`src/rtl/nz_addr_serializer_if.sv`:
```
// Group-in / beat-out handshake bundle for the non-zero address serializer.
// The master side feeds address groups and consumes beats. The slave side is the serializer.
interface nz_addr_serializer_if #(
    parameter int unsigned DIM        = 5,
    parameter int unsigned ADDR_WIDTH = 6,
    parameter int unsigned CNT_WIDTH  = 3
);
    logic                      in_valid;
    logic                      in_ready;
    logic [ADDR_WIDTH*DIM-1:0] in_addr_bus;
    logic [CNT_WIDTH-1:0]      in_count;
    logic                      in_last;
    logic                      out_valid;
    logic                      out_ready;
    logic [ADDR_WIDTH-1:0]     out_addr;
    logic                      out_last;
    logic                      out_null;
    logic [ADDR_WIDTH:0]       out_nnz;
    logic                      err;

    modport master (
        output in_valid, in_addr_bus, in_count, in_last, out_ready,
        input  in_ready, out_valid, out_addr, out_last, out_null, out_nnz, err
    );

    modport slave (
        input  in_valid, in_addr_bus, in_count, in_last, out_ready,
        output in_ready, out_valid, out_addr, out_last, out_null, out_nnz, err
    );
endinterface

```
`src/rtl/nz_addr_serializer.sv`:
```
// Buffers one group of up to DIM non-zero addresses and emits them one per cycle.
// It flags the last beat of each feature vector and reports that vector's non-zero count.
module nz_addr_serializer #(
    parameter int unsigned DIM        = 5,
    parameter int unsigned SPAD_WIDTH = 64,
    parameter int unsigned ADDR_WIDTH = $clog2(SPAD_WIDTH),
    parameter int unsigned CNT_WIDTH  = $clog2(DIM + 1)
) (
    input logic                 clk,
    input logic                 reset,
    nz_addr_serializer_if.slave bus
);
    localparam int unsigned NnzWidth = ADDR_WIDTH + 1;

    localparam logic [0:0] StEmpty = 1'b0;
    localparam logic [0:0] StDrain = 1'b1;

    localparam logic [CNT_WIDTH-1:0] DimCnt = CNT_WIDTH'(DIM);
    localparam logic [NnzWidth-1:0]  NnzMax = '1;

    logic [0:0]                state_q, state_d;
    logic [ADDR_WIDTH*DIM-1:0] grp_q, grp_d;
    logic [CNT_WIDTH-1:0]      rem_q, rem_d;
    logic [CNT_WIDTH-1:0]      idx_q, idx_d;
    logic                      last_q, last_d;
    logic                      null_q, null_d;
    logic                      err_q, err_d;
    logic [NnzWidth-1:0]       vcnt_q, vcnt_d;

    logic                      out_valid;
    logic                      beat_fire;
    logic                      group_end;
    logic                      vec_end;
    logic                      in_ready;
    logic                      accept;
    logic                      over;
    logic [CNT_WIDTH-1:0]      cnt_clamped;
    logic [NnzWidth-1:0]       vcnt_inc;
    logic [ADDR_WIDTH-1:0]     cur_addr;

    // Slot 0 sits at the MSB end of the packed group.
    always_comb begin
        cur_addr = '0;
        for (int unsigned k = 0; k < DIM; k++) begin
            if (idx_q == CNT_WIDTH'(k)) begin
                cur_addr = grp_q[ADDR_WIDTH*(DIM-k)-1 -: ADDR_WIDTH];
            end
        end
    end

    always_comb begin
        out_valid   = (state_q == StDrain);
        beat_fire   = out_valid && bus.out_ready;
        group_end   = null_q || (rem_q == CNT_WIDTH'(1));
        vec_end     = null_q || (last_q && (rem_q == CNT_WIDTH'(1)));
        // Accept on the final beat's edge too, so groups stream with no bubble.
        in_ready    = (state_q == StEmpty) || (beat_fire && group_end);
        accept      = bus.in_valid && in_ready;
        over        = (bus.in_count > DimCnt);
        cnt_clamped = over ? DimCnt : bus.in_count;
        vcnt_inc    = (vcnt_q == NnzMax) ? vcnt_q : vcnt_q + NnzWidth'(1);
    end

    always_comb begin
        bus.in_ready  = in_ready;
        bus.out_valid = out_valid;
        bus.out_addr  = (out_valid && !null_q) ? cur_addr : '0;
        bus.out_last  = out_valid && vec_end;
        bus.out_null  = out_valid && null_q;
        bus.out_nnz   = !out_valid ? '0 : (null_q ? vcnt_q : vcnt_inc);
        bus.err       = err_q;
    end

    always_comb begin
        grp_d  = grp_q;
        rem_d  = rem_q;
        idx_d  = idx_q;
        last_d = last_q;
        null_d = null_q;
        err_d  = err_q;
        vcnt_d = vcnt_q;

        if (beat_fire) begin
            if (null_q) begin
                null_d = 1'b0;
            end else begin
                idx_d  = idx_q + CNT_WIDTH'(1);
                rem_d  = rem_q - CNT_WIDTH'(1);
                vcnt_d = vcnt_inc;
            end
            if (vec_end) begin
                vcnt_d = '0;
            end
        end

        // A departing beat's vcnt update above is kept; the new group only reloads the buffer.
        if (accept) begin
            grp_d  = bus.in_addr_bus;
            rem_d  = cnt_clamped;
            idx_d  = '0;
            last_d = bus.in_last;
            null_d = (cnt_clamped == '0) && bus.in_last;
            if (over) begin
                err_d = 1'b1;
            end
        end

        state_d = ((rem_d != '0) || null_d) ? StDrain : StEmpty;
    end

    always_ff @(posedge clk or posedge reset) begin
        if (reset) begin
            state_q <= StEmpty;
            grp_q   <= '0;
            rem_q   <= '0;
            idx_q   <= '0;
            last_q  <= 1'b0;
            null_q  <= 1'b0;
            err_q   <= 1'b0;
            vcnt_q  <= '0;
        end else begin
            state_q <= state_d;
            grp_q   <= grp_d;
            rem_q   <= rem_d;
            idx_q   <= idx_d;
            last_q  <= last_d;
            null_q  <= null_d;
            err_q   <= err_d;
            vcnt_q  <= vcnt_d;
        end
    end
endmodule

```
`src/flat_wrapper.sv`:
```
// flat-port wrapper written by rule: the top's interface ports become plain ports
module nz_addr_serializer_flat 
#(
    parameter int unsigned DIM        = 5,
    parameter int unsigned SPAD_WIDTH = 64,
    parameter int unsigned ADDR_WIDTH = $clog2(SPAD_WIDTH),
    parameter int unsigned CNT_WIDTH  = $clog2(DIM + 1)
)
  (clk, reset, bus_in_valid, bus_in_addr_bus, bus_in_count, bus_in_last, bus_out_ready, bus_in_ready, bus_out_valid, bus_out_addr, bus_out_last, bus_out_null, bus_out_nnz, bus_err);
  nz_addr_serializer_if #(.DIM(DIM), .ADDR_WIDTH(ADDR_WIDTH), .CNT_WIDTH(CNT_WIDTH)) bus_i ();
  input logic clk;
  input logic reset;
  input wire logic [$bits(bus_i.in_valid)-1:0] bus_in_valid;
  input wire logic [$bits(bus_i.in_addr_bus)-1:0] bus_in_addr_bus;
  input wire logic [$bits(bus_i.in_count)-1:0] bus_in_count;
  input wire logic [$bits(bus_i.in_last)-1:0] bus_in_last;
  input wire logic [$bits(bus_i.out_ready)-1:0] bus_out_ready;
  output wire logic [$bits(bus_i.in_ready)-1:0] bus_in_ready;
  output wire logic [$bits(bus_i.out_valid)-1:0] bus_out_valid;
  output wire logic [$bits(bus_i.out_addr)-1:0] bus_out_addr;
  output wire logic [$bits(bus_i.out_last)-1:0] bus_out_last;
  output wire logic [$bits(bus_i.out_null)-1:0] bus_out_null;
  output wire logic [$bits(bus_i.out_nnz)-1:0] bus_out_nnz;
  output wire logic [$bits(bus_i.err)-1:0] bus_err;
  assign bus_i.in_valid = bus_in_valid;
  assign bus_i.in_addr_bus = bus_in_addr_bus;
  assign bus_i.in_count = bus_in_count;
  assign bus_i.in_last = bus_in_last;
  assign bus_i.out_ready = bus_out_ready;
  assign bus_in_ready = bus_i.in_ready;
  assign bus_out_valid = bus_i.out_valid;
  assign bus_out_addr = bus_i.out_addr;
  assign bus_out_last = bus_i.out_last;
  assign bus_out_null = bus_i.out_null;
  assign bus_out_nnz = bus_i.out_nnz;
  assign bus_err = bus_i.err;
  nz_addr_serializer #(.DIM(DIM), .SPAD_WIDTH(SPAD_WIDTH), .ADDR_WIDTH(ADDR_WIDTH), .CNT_WIDTH(CNT_WIDTH)) u_core (.clk(clk), .reset(reset), .bus(bus_i));
endmodule
```
`config.mk`:
```
export PLATFORM = sky130hd
export DESIGN_NAME = nz_addr_serializer_flat
export DESIGN_NICKNAME = d
export VERILOG_FILES = /design/src/rtl/nz_addr_serializer_if.sv /design/src/rtl/nz_addr_serializer.sv /design/src/flat_wrapper.sv
export SDC_FILE = /design/constraint.sdc
export NUM_CORES = 1
export LEC_CHECK = 0
export ABC_CLOCK_PERIOD_IN_PS = 2300
export CORE_ASPECT_RATIO = 0.9
export CORE_UTILIZATION = 47
export CTS_CLUSTER_DIAMETER = 30
export DETAILED_ROUTE_END_ITERATION = 16
export PLACE_DENSITY_LB_ADDON = 0.05
export SLEW_MARGIN = 0
export SYNTH_ARGS = -nofsm -noshare
export SYNTH_HDL_FRONTEND = slang
export SYNTH_SLANG_ARGS = --single-unit
```
`constraint.sdc`:
```
create_clock -name clk -period 2.3 [get_ports clk]
set_clock_uncertainty 0.15 [all_clocks]
set_input_delay 0.345 -clock clk [delete_from_list [all_inputs] [get_ports clk]]
set_output_delay 0.345 -clock clk [all_outputs]
set_load 0.01 [all_outputs]
```
==> results.md <==
- Hold Crit Class: register to register
- PwrDens: 1220 nW/um^2
- First-pass iteration count of the detailed router: 4
- Critical Path Start: u_core.idx_q[0]
- Register-to-register setup slack: 0.20 ns
- Crit path buf inv count: 1
- Post-Syn Area: between 2000 and 3000 sq um
- Routed Antenna Nets: 0
- Met2 routed WL: between 2000 and 3000 um
- Die H: 73.1 um
- Sink Count: 47
- CP Cell Sequence: ha_2 > ha_4 > or2_4 > a211oi_2 > a211oi_1 > nor3_1 > buf_2
- Hold slack final: 0.331 ns
- DR vias/cell: roughly 5.2
- Clk Latency, worst-skew pair: 0.30 ns
- Syn_nets: 357
- Seq. cell area: about 1200 sq um
- Crit Reg-Reg Startpoint: u_core.null_q
- Clock Tree Buf Depth: 2
- Max IR drop VDD: a little over 0.7 mV
- Placed Area: roughly 3300 sq um
- Initial antenna violation count: 0
- Layout cells sized above 1: approximately a fifth
- Pint: roughly 2.6 mW
- Total Routing Usage GR: between 20% and 30%
- First-pass GRT wire length: 10400 um
- Clock root buffer: clkbuf_8
- DR vias: about 2.3k
- Worst-Margin Slew: a little under 0.6 ns
- Avg Cell Area, Syn: roughly 8.5 sq um
- Drt drc: 0
- WL met3: between 300 and 400 um
- Placer Congestion: ~0.81
- Critical path arrival: about 2.0 ns
- Final setup vio count: 6
- Top sig layer: met4
- Diode count: 0
- Final Hold Viols: 0
- Crit-path leading delay family: simple AND/OR/NAND/NOR gates
- Pleak: 1.70 nW
- DP Worst Slack: -0.389 ns
- CP endpoint: bus_out_addr[5]
- Crit path max fanout: 6
- # IOs: between 50 and 60
- Post-synth top flop: dfrtp_1
- Crit end category: primary output
- Combinational power share: a little over half
- DIE WIDTH: between 80 and 90 um
- Total of max-cap violations: 0
- Crit path kind: register to primary output
- Warnings from Yosys: 0
- Die Footprint: a little under 6000 sq um
- WL/cell: around 14 um
- Crit path depth: 7
- Failing checks: negative setup slack
- Crit path time final: between 2 and 2.5 ns
- Post-DP HPWL: ~4500 um
- Highest clock rate: roughly 0.41 GHz
- RR Endpoint: u_core.grp_q[24]
- Clock Power Share: 14.3%
- Fillcell total: between 400 and 500
- Switching pwr: roughly 1.7 mW
- Max Transition Viols Final: 0
- Register share of total power: approximately a third
- Port Buf Inserts: 55
- Relative slew slack: 60.2%
- R2R cell count: 6
- Slowest cell on the critical path: dfrtp_1
- TritonCTS clock tree: built
- Tcrit/Tclk final: 107%
- Starting density of the core: about half
- H-tree Lvls: 2
- CORE AREA: between 5000 and 6000 sq um
- Multi-input gate area: between 1000 and 1500 sq um
- Cell Rows: 25
- Largest net degree at the start of global routing: 48
- Vias in the first global route: around 2.2k
- Area Growth Syn to Fin: 36.6%
- Sw frac: 39.7%
- Outcome: finished, violations left
- WHS Path Cells: 2
- Crit-path max cell delay: between 0.3 and 0.4 ns
- CTS clk-pin slew, worst paths: ~0.08 ns
- GR Overflow Total: 0
- Yosys cell types: between 40 and 50
- Critical Path RT: about 1.8 ns
- WL final: approximately 6300 um
- #FFs+latches synth: 47
- Critical Path Source Type: register
- 1st-iter DRT viols: ~110
- Sequential fraction of the synthesis area: approximately 45%
- Cell area after layout: 3610 sq um
- Synth Instances: roughly 310
- Worst hold start: u_core.last_q
- Metal-1 WL: between 2000 and 3000 um
- Post-layout net count: between 400 and 500
- CTS buffer count: 5
- RSZ-0062 raised after global routing: true
- Post-synth EDFFs: 0
- Ys async rst share: between 90% and 100%
- Post-route setup slack: -0.155 ns
==> through the flow <==
| stage | utilization (%) | std cells | setup TNS, ns | power, mW |
|---|---|---|---|---|
| 2_1_floorplan | - | 311 | 0 | 2.79 |
| 3_5_place_dp | 62.8 | 435 | -2.06 | 3.66 |
| 5_1_grt | 67.8 | 452 | -1.28 | 4.75 |
| 3_3_place_gp | 62.8 | 435 | -1.69 | 3.59 |
| 6_report | 67.8 | 452 | -0.636 | 4.39 |
| 4_1_cts | 67.8 | 449 | -0.690 | 4.39 |
==> kinds of logic (layout without fill, tap and decap cells) <==
group,count (synthesis),in the layout,share of synthesized area [%]
adder cells (fa/ha/maj),8,8,3.79
multiplexers,4,4,1.71
AND/OR/NAND/NOR,166,166,28.3
AO/OA/AOI/OAI,49,49,13.4
flip-flops,47,47,44.5
XOR/XNOR,8,8,2.65
buffers and inverters,29,103,5.64
==> worst min path at each step <==
stage	to	slack [ns]
6_report	u_core.last_q	0.33
4_1_cts	u_core.last_q	0.34
3_5_place_dp	u_core.bus.err	0.31
3_3_place_gp	u_core.bus.err	0.31
5_1_grt	u_core.bus.err	0.35
2_1_floorplan	u_core.last_q	0.29
==> power by group through the flow <==
stage	clock, mW	combinational, mW	sequential (mW)
global route	0.677	2.58	1.49
floorplan	0	1.40	1.40
finish	0.627	2.31	1.45
detailed placement	0	2.22	1.44
global placement	0	2.16	1.44
CTS	0.641	2.30	1.45
==> repair_timing <==
action,CTS,global route
hold buffers,0,0
resized for setup,62,12
pin swaps,11,6
cloned,0,0
setup endpoints to repair,15,13
setup buffers,6,3
==> layer usage <==
metal	GRT usage, %	vias up
li1	-	1182
met1	32.1	1082
met2	36.9	59
met3	4.00	12
met4	7.74	0
met5	0	-
==> worst register-to-register path, cell delays in order, from the launching register on <==
cell and delay, ns:
dfrtp_2 0.44, buf_4 0.15, nand2b_1 0.34, o211ai_4 0.41, buf_4 0.37, nand2_1 0.11
nand2_1 0.07
==> synthesized netlist by cell type, types with 7 or more instances <==
cell | instances | area share, %
a21oi_1 | 13 | 2.5
a211oi_1 | 14 | 4.0
xnor2_1 | 7 | 2.3
nand2_1 | 101 | 14
nor3_1 | 10 | 1.9
ha_1 | 8 | 3.8
nand3b_1 | 7 | 2.0
dfrtp_1 | 47 | 45
nor2_1 | 21 | 3.0
inv_1 | 8 | 1.1
buf_2 | 9 | 1.7
nor2b_1 | 7 | 1.7
==> registers in the layout (all words and copies together) (netlist names) <==
signal,count
u_core.grp_q,30
u_core.vcnt_q,7
u_core.idx_q,3
u_core.rem_q,3
u_core.bus.err,1
u_core.bus.out_valid,1
u_core.last_q,1
u_core.null_q,1
==> cell type report <==
class / instances / share of cell area (%)
well taps: 67 / 2.32
clock buffers: 6 / 2.29
inverters: 8 / 0.832
clock inverters: 2 / 0.971
repair buffers: 87 / 20.7
multi-input cells: 235 / 40.2
flip-flops and latches: 47 / 32.6
==> layout by cell type (no fill, tap or decap), types with 5 or more instances in the layout <==
master and count:
buf_4 30, nand3b_1 7, a21oi_1 12, clkdlybuf4s50_1 40, ha_4 5, nor2_1 21
clkbuf_8 6, buf_2 7, o21ai_0 5, nand2_1 101, nor3_1 10, a211oi_1 8
dfrtp_1 46, inv_1 5, a211oi_2 6, xnor2_1 7, nor2b_1 5
No activity file was read; power rests on OpenSTA's default activity.
